### src/rtl/ddr_density_counter.sv
// rtl/ddr_density_counter.sv - windowed ones/transition counter for a dual-edge sample pair
// Results are handed out over a valid/ready port; a window ending while a result is unaccepted is dropped.
module ddr_density_counter #(
  parameter int WIN_W = 8
) (
  input  logic               clk,
  input  logic               rst,
  input  logic               en,
  input  logic [WIN_W-1:0]   win_len,
  input  logic               s_rise,
  input  logic               s_fall,
  output logic [WIN_W+1:0]   cnt_out,
  output logic [WIN_W+1:0]   trans_out,
  output logic               out_valid,
  input  logic               out_ready,
  output logic               overrun
);

  localparam int CNT_W = WIN_W + 2;

  typedef enum logic {IDLE, ACCUM} state_t;

  state_t           state;
  logic [CNT_W-1:0] acc;
  logic [CNT_W-1:0] tacc;
  logic             prev;
  logic [WIN_W-1:0] wcnt;

  logic [1:0]       ones;
  logic [1:0]       trans;
  logic [WIN_W-1:0] cur;
  logic             win_end;
  logic [CNT_W-1:0] acc_nxt;
  logic [CNT_W-1:0] tacc_nxt;
  logic             accept;

  // The start cycle out of IDLE is the first sample of the window, so it
  // uses win_len directly as its remaining-cycle count.
  always_comb begin
    ones     = {1'b0, s_rise} + {1'b0, s_fall};
    trans    = {1'b0, s_rise ^ prev} + {1'b0, s_fall ^ s_rise};
    cur      = (state == IDLE) ? win_len : wcnt;
    win_end  = en && (cur == '0);
    acc_nxt  = acc + CNT_W'(ones);
    tacc_nxt = tacc + CNT_W'(trans);
    accept   = out_valid && out_ready;
  end

  always_ff @(posedge clk) begin
    if (rst) begin
      state     <= IDLE;
      acc       <= '0;
      tacc      <= '0;
      prev      <= 1'b0;
      wcnt      <= '0;
      cnt_out   <= '0;
      trans_out <= '0;
      out_valid <= 1'b0;
      overrun   <= 1'b0;
    end else begin
      if (en) begin
        state <= ACCUM;
        prev  <= s_fall;
        if (win_end) begin
          acc  <= '0;
          tacc <= '0;
          wcnt <= win_len;
        end else begin
          acc  <= acc_nxt;
          tacc <= tacc_nxt;
          wcnt <= cur - 1'b1;
        end
      end else begin
        // Leaving ACCUM abandons the partial window; prev is kept.
        state <= IDLE;
        acc   <= '0;
        tacc  <= '0;
      end

      if (win_end && (!out_valid || out_ready)) begin
        cnt_out   <= acc_nxt;
        trans_out <= tacc_nxt;
        out_valid <= 1'b1;
      end else begin
        if (win_end) overrun <= 1'b1;
        if (accept)  out_valid <= 1'b0;
      end
    end
  end

endmodule

### config.mk
export PLATFORM = sky130hd
export DESIGN_NAME = ddr_density_counter
export DESIGN_NICKNAME = d
export VERILOG_FILES = /design/src/rtl/ddr_density_counter.sv
export SDC_FILE = /design/constraint.sdc
export NUM_CORES = 1
export LEC_CHECK = 0
export ABC_AREA = 1
export CAP_MARGIN = 20
export CORE_AREA = 8 8 83 100
export CTS_BUF_LIST = sky130_fd_sc_hd__clkbuf_8
export CTS_CLUSTER_SIZE = 14
export DETAILED_ROUTE_END_ITERATION = 8
export DIE_AREA = 0 0 91 108
export PLACE_DENSITY = 0.72
export SKIP_LAST_GASP = 1
export SLEW_MARGIN = 15
export SYNTH_ARGS = -nofsm -noshare
export SYNTH_HDL_FRONTEND = slang
export SYNTH_SLANG_ARGS = --single-unit
### constraint.sdc
create_clock -name clk -period 4 [get_ports clk]
set_clock_uncertainty 0.15 [all_clocks]
set_input_delay 0.8 -clock clk [delete_from_list [all_inputs] [get_ports clk]]
set_output_delay 0.8 -clock clk [all_outputs]
set_load 0.01 [all_outputs]
==> out/metrics.cfg <==
[cells_and_area]
fin_util_pct=46.5
multi_input_area_um2=1250
fillers=685
area_delta_synth_final_pct=19.0
nets=410
regArea_um2=1040
drive_gt1_share_pct=10.5
n_antenna_cell=0

[sta]
hold_violations=0
whs_ps=319
finalSetupTns_ps=0
relSlewSlack_pct=54.1
rsz0062_at_grt=false
finalCritPeriodShare_pct=72.3
setup_violations=0
worstMarginPinSlew_ps=688
maxSlewViolCount=0
fmax_ghz=0.346
fin_ws_ps=1110
min_period_ps=2890

[power_and_ir_drop]
power_leakage_nw=1.35
netSwitchingFraction_pct=24.7
combPwrFrac_pct=12.0
p_int_w=0.000760
p_clk_share_pct=34.9
switching_power_w=0.000249
power.density_nw_per_um2=325
power_frac_seq_pct=53.1
ir_worst_vdd_mv=0.260

[clock_tree]
cts_hold_buf=0
clockBufferDepth=2
path_clk_slew_ps=90
clock-sinks=52
cts_buffers=5
post_cts.repair.setup_buffers=0
htree_levels=2
clkLatencyLatePin_ps=310
cts_resized=0
cts_tree=done
root_buffer=clkbuf_8

[placed_design]
dp_hpwl_um=3830
gp_congestion=0.850
pre_cts_ws_ps=806
portBuffers=35

[worst_setup_path]
r2r_slack_ps=1500
r2r_cells=10
arrival_ps=2980
worst-path-max-fanout=3
rr_startpoint=state$_SDFF_PP0_
cp-endpoint=cnt_out[8]$_SDFFE_PP0P_
crit_required_ps=4090
critPathLaunchType=primary input
path_class=in -> reg
r2r_end=trans_out[1]$_SDFFE_PP0P_
cp-startpoint=s_rise
endpoint_kind=register

[die]
core_area_um2=6690
chipWidth_um=91
io_pins=36
die_area_um2=9830
row_count=33
initial_core_util_pct=39.1
fp.dieH_um=108

[route]
post-route-drc-count=0
wirelength_um=5460
drt_iter0_drc=61
via_count=2161
antenna_left=0
wl_per_cell_um=11.4
viasPerCell=4.52
drt_pass1_iterations=4

[grt]
grt_pass1_wl_um=9600
antenna_found_initial=0
grt_max_degree=25
globalRouteTotalUtil_pct=11.7
grt.overflow.total=0
grt_pass1_vias=2160

[run_status]
outcome=finished, final reports clean

[synth]
syn-num-nets=377
syn_avg_cell_area_um2=7.32
yosysTopAreaCell=dfxtp_1
synth-async-reset-ratio_pct=0
syn_inst=357
synthTopCellsByCount=inv_1, nor2_1, dfxtp_1
synth_cell_types=30
yosysSeqAreaShare_pct=39.8
synth_seq_cells=52
synth_top_area_share_pct=39.8
synth_most_common_cell=inv_1
synth_area_leaders=dfxtp_1, inv_1, nor2_1
ys_warn_count=0
synth_edf_count=0
netlist_area_um2=2610
synth-main-ff-cell=dfxtp_1

[hold_path]
hp-class=reg -> reg

[job]
drv_cap=0

cell usage in the layout (no fill, tap or decap), types with 2 or more instances in the layout:
| cell | Yosys | final |
|---|---|---|
| a21oi_1 | 11 | 11 |
| clkdlybuf4s50_1 | 0 | 35 |
| o21ai_0 | 13 | 13 |
| inv_2 | 2 | 2 |
| nand3_1 | 28 | 28 |
| nor2_2 | 10 | 10 |
| clkbuf_8 | 0 | 5 |
| o21ai_1 | 15 | 15 |
| xnor2_1 | 3 | 3 |
| nor2_4 | 2 | 2 |
| nand2_1 | 46 | 46 |
| nand2_4 | 3 | 3 |
| inv_1 | 59 | 60 |
| nor2_1 | 57 | 57 |
| xor2_1 | 13 | 13 |
| fa_1 | 2 | 2 |
| dfxtp_1 | 52 | 52 |
| or2_2 | 2 | 2 |
| nor3_1 | 5 | 5 |
| nand4_1 | 2 | 2 |
| nand2_2 | 11 | 11 |
| ha_1 | 4 | 4 |
worst min-delay path by stage:
stage          depth (start not counted)            startpoint              endpoint
6_report                               2  wcnt[5]$_SDFFE_PP0P_  wcnt[5]$_SDFFE_PP0P_
5_1_grt                                2  wcnt[5]$_SDFFE_PP0P_  wcnt[5]$_SDFFE_PP0P_
4_1_cts                                2  wcnt[5]$_SDFFE_PP0P_  wcnt[5]$_SDFFE_PP0P_
3_5_place_dp                           2  wcnt[5]$_SDFFE_PP0P_  wcnt[5]$_SDFFE_PP0P_
3_3_place_gp                           1  overrun$_SDFFE_PP0P_  overrun$_SDFFE_PP0P_
2_1_floorplan                          2  wcnt[1]$_SDFFE_PP0P_  wcnt[1]$_SDFFE_PP0P_
stage by stage:
stage               instance area, um^2  total power (W)  cells
floorplan                          2610         0.000636    357
global placement                   3000         0.000667    470
detailed placement                 3000         0.000669    470
CTS                                3110          0.00102    478
global route                       3110          0.00106    478
finish                             3110          0.00101    478
critical path, cell delays in order:
cell             delay [ps]
clkdlybuf4s50_1         530
inv_1                    80
fa_1                    430
inv_1                    70
ha_1                    170
nand3_1                 110
nor3_1                  280
nand3_1                 140
xor2_1                  190
nor2_1                   60
nor2_1                  120
cell type report:
type	count	share of cell area (%)
Tap cell	87	3.50
Sequential cell	52	33.5
Multi-Input combinational cell	233	40.3
Clock inverter	3	1.25
Timing Repair Buffer	36	11.5
Clock buffer	5	2.21
Inverter	62	7.73
logic make-up after synthesis:
kind of cell	after synthesis	share of synthesized area, %
and+or+nand+nor	170	31.2
adders and majority gates	6	3.45
DFF	52	39.8
xor gates and xnor gates	16	5.36
buffers and inverters	72	12.2
AOI/OAI and AO/OA	41	7.99
metal layers:
metal	track usage [%]	wire length, um	up-vias
li1	-	-	1158
met1	12.9	2540	971
met2	21.4	2640	27
met3	2.77	215	5
met4	4.57	70	0
met5	0	0	-
state kept, by name, summed over array words and instances, names as in the netlist:
| signal | count |
|---|---|
| trans_out | 10 |
| wcnt | 8 |
| state | 1 |
| overrun | 1 |
| acc | 10 |
| cnt_out | 10 |
| out_valid | 1 |
| tacc | 10 |
| prev | 1 |
power by group through the flow:
stage	combinational (W)	sequential, W	clock [W]
2_1_floorplan	0.0000904	0.000546	0
3_3_place_gp	0.000119	0.000548	0
3_5_place_dp	0.000121	0.000548	0
4_1_cts	0.000122	0.000536	0.000358
5_1_grt	0.000138	0.000538	0.000381
6_report	0.000121	0.000536	0.000352
Note: power is estimated with default switching activity, not from simulation.
==> variant, RTL diff (same flow settings) <==
Register the output `cnt_out` once more, with the module's reset; this adds one clock of latency there. The other outputs are not delayed to match.
--- a/src/rtl/ddr_density_counter.sv
+++ b/src/rtl/ddr_density_counter.sv
@@ -21,2 +21,4 @@
   typedef enum logic {IDLE, ACCUM} state_t;
+
+  logic [WIN_W+1:0] cnt_s0;
 
@@ -55,3 +57,3 @@
       wcnt      <= '0;
-      cnt_out   <= '0;
+      cnt_s0    <= '0;
       trans_out <= '0;
@@ -80,3 +82,3 @@
       if (win_end && (!out_valid || out_ready)) begin
-        cnt_out   <= acc_nxt;
+        cnt_s0    <= acc_nxt;
         trans_out <= tacc_nxt;
@@ -90,2 +92,10 @@
 
+  always_ff @(posedge clk) begin
+    if (rst) begin
+      cnt_out <= '0;
+    end else begin
+      cnt_out <= cnt_s0;
+    end
+  end
+
 endmodule
Behaviour: not the same (a bounded check fails within 4 cycles, from zero or initial values and one cycle with rst high).
==> variant against the unedited design <==
  * Wire length grew 11%
  * Synthesized area rose by 10%
  * Sequential cell count is 10 higher
  * Cell area increased by 13%
  * Power is 40% higher
  * Worst setup slack improved by 130 ps
  * Clock power grew 84%
==> variant: results <==
{
  "rr_worst_depth": 10,
  "design_area_sq_um": 3513,
  "crit_family": "buffers and inverters",
  "hold_slack_ps": 274.3,
  "min_path_type": "reg -> reg",
  "r2r-end": "trans_out[9]",
  "worst_pin_slew_ps": 676.7,
  "placed_cells": 501,
  "cts_hold_buf": 0,
  "synth_compound_area_frac": 0.07236,
  "cts_resized": 0,
  "drt_iter0_markers": 135,
  "post_cts.repair.setup_buffers": 0,
  "h-tree-depth": 3,
  "cts-root-buf": "clkbuf_8",
  "synth_area_leaders": "dfxtp_1 43%, nor2_1 10%, inv_1 9.2%",
  "slowest_stage": "clkdlybuf4s50_1",
  "async_flop_share": 0,
  "worstHoldStart": "cnt_s0[3]",
  "synth_fa_ha_area_frac": 0.03120,
  "gp_congestion": 0.8726,
  "path_clk_slew_ps": 70,
  "routed_via_density": 4.665,
  "irDropWorstVdd_mv": 0.2403,
  "synth_nets": 409,
  "num-fill-cells": 660,
  "clock_path_buffers": 2,
  "seq_area_frac_synth": 0.4298,
  "cts-buffers-inserted": 9,
  "synth_common_cells": "78 x nor2_1, 71 x inv_1, 62 x dfxtp_1",
  "cp_max_fo": 3,
  "regToRegSetupSlack_ps": 1530,
  "drive_gt1_frac": 0.09767,
  "wl_per_cell_um": 11.69,
  "status": "completed",
  "num-nets-final": 445,
  "layout.cells.non_filler": 517,
  "crit_arrival_ps": 2880,
  "grt_pass1_wl_mm": 10.40,
  "timing.rr.start": "state",
  "ant_nets": 0,
  "grt_max_degree": 25,
  "yosysWarnings": 0,
  "antenna_found_initial": 0,
  "synth_cell_types": 31,
  "hold_end": "cnt_out[3]",
  "grt_pass1_vias": 2431,
  "grt_usage": 0.1300,
  "place.port_buffers": 35,
  "muxShareOfSynthArea": 0,
  "hold_depth": 2,
  "leakagePower_nw": 1.552,
  "critPathMaxStageDelay_ps": 530,
  "drt-pass1-iter-count": 4,
  "place_area_sq_um": 3277,
  "synthXorXnorAreaFrac": 0.05156,
  "clk_latency_ps": 340,
  "dpl.hpwl_mm": 4.157,
  "antennaDiodeCount": 0,
  "synth_cells": 389
}
variant: how the worst max path moves through the flow:
stage	startpoint	endpoint	slack (ps)	depth (start not counted)
after global routing	s_rise	cnt_s0[6]	1030	11
after CTS	s_rise	cnt_s0[6]	1240	11
final	s_rise	cnt_s0[6]	1240	11
after floorplan	s_rise	trans_out[8]	1560	10
after global placement	s_rise	cnt_s0[8]	940	11
after detailed placement	s_rise	cnt_s0[8]	880	11
variant: report_power, final:
| group | total (mW) | switching, mW | internal [mW] |
|---|---|---|---|
| Clock | 0.649 | 0.239 | 0.410 |
| Combinational | 0.125 | 0.0758 | 0.0489 |
| Sequential | 0.636 | 0.00721 | 0.629 |
variant: worst reg2reg max path: cells and delay by family (launching register included):
kind | cells | cell delay (ps)
simple gates | 7 | 1050
buf+inv | 1 | 260
flops | 1 | 640
fa+ha+maj | 1 | 200
compound gates | 1 | 120
variant: cells by family after synthesis:
logic type,after synthesis
fa+ha+maj,6
compound gates,41
flops,62
xor+xnor,17
simple gates,176
buf+inv,87
variant: metrics by stage:
stage	setup WS (ps)	total power, mW
after floorplan	1563	0.7406
after global placement	935.3	0.7724
after detailed placement	882.3	0.7758
after CTS	1235	1.427
after global routing	1031	1.473
final	1242	1.410
variant: area by class of cell:
type,instances,share of cell area
tap,87,0.03098
clock inverter,7,0.03205
timing repair buffer,37,0.1040
inverter,75,0.08226
sequential,62,0.3533
multi-input combinational,240,0.3622
clock buffer,9,0.03526
variant: layer usage:
metal,GRT usage,vias to the layer above,routed length (um)
met3,0.04158,9,298
li1,-,1243,-
met4,0.06682,0,106
met2,0.2357,55,3027
met1,0.1317,1105,2612
met5,0,-,0
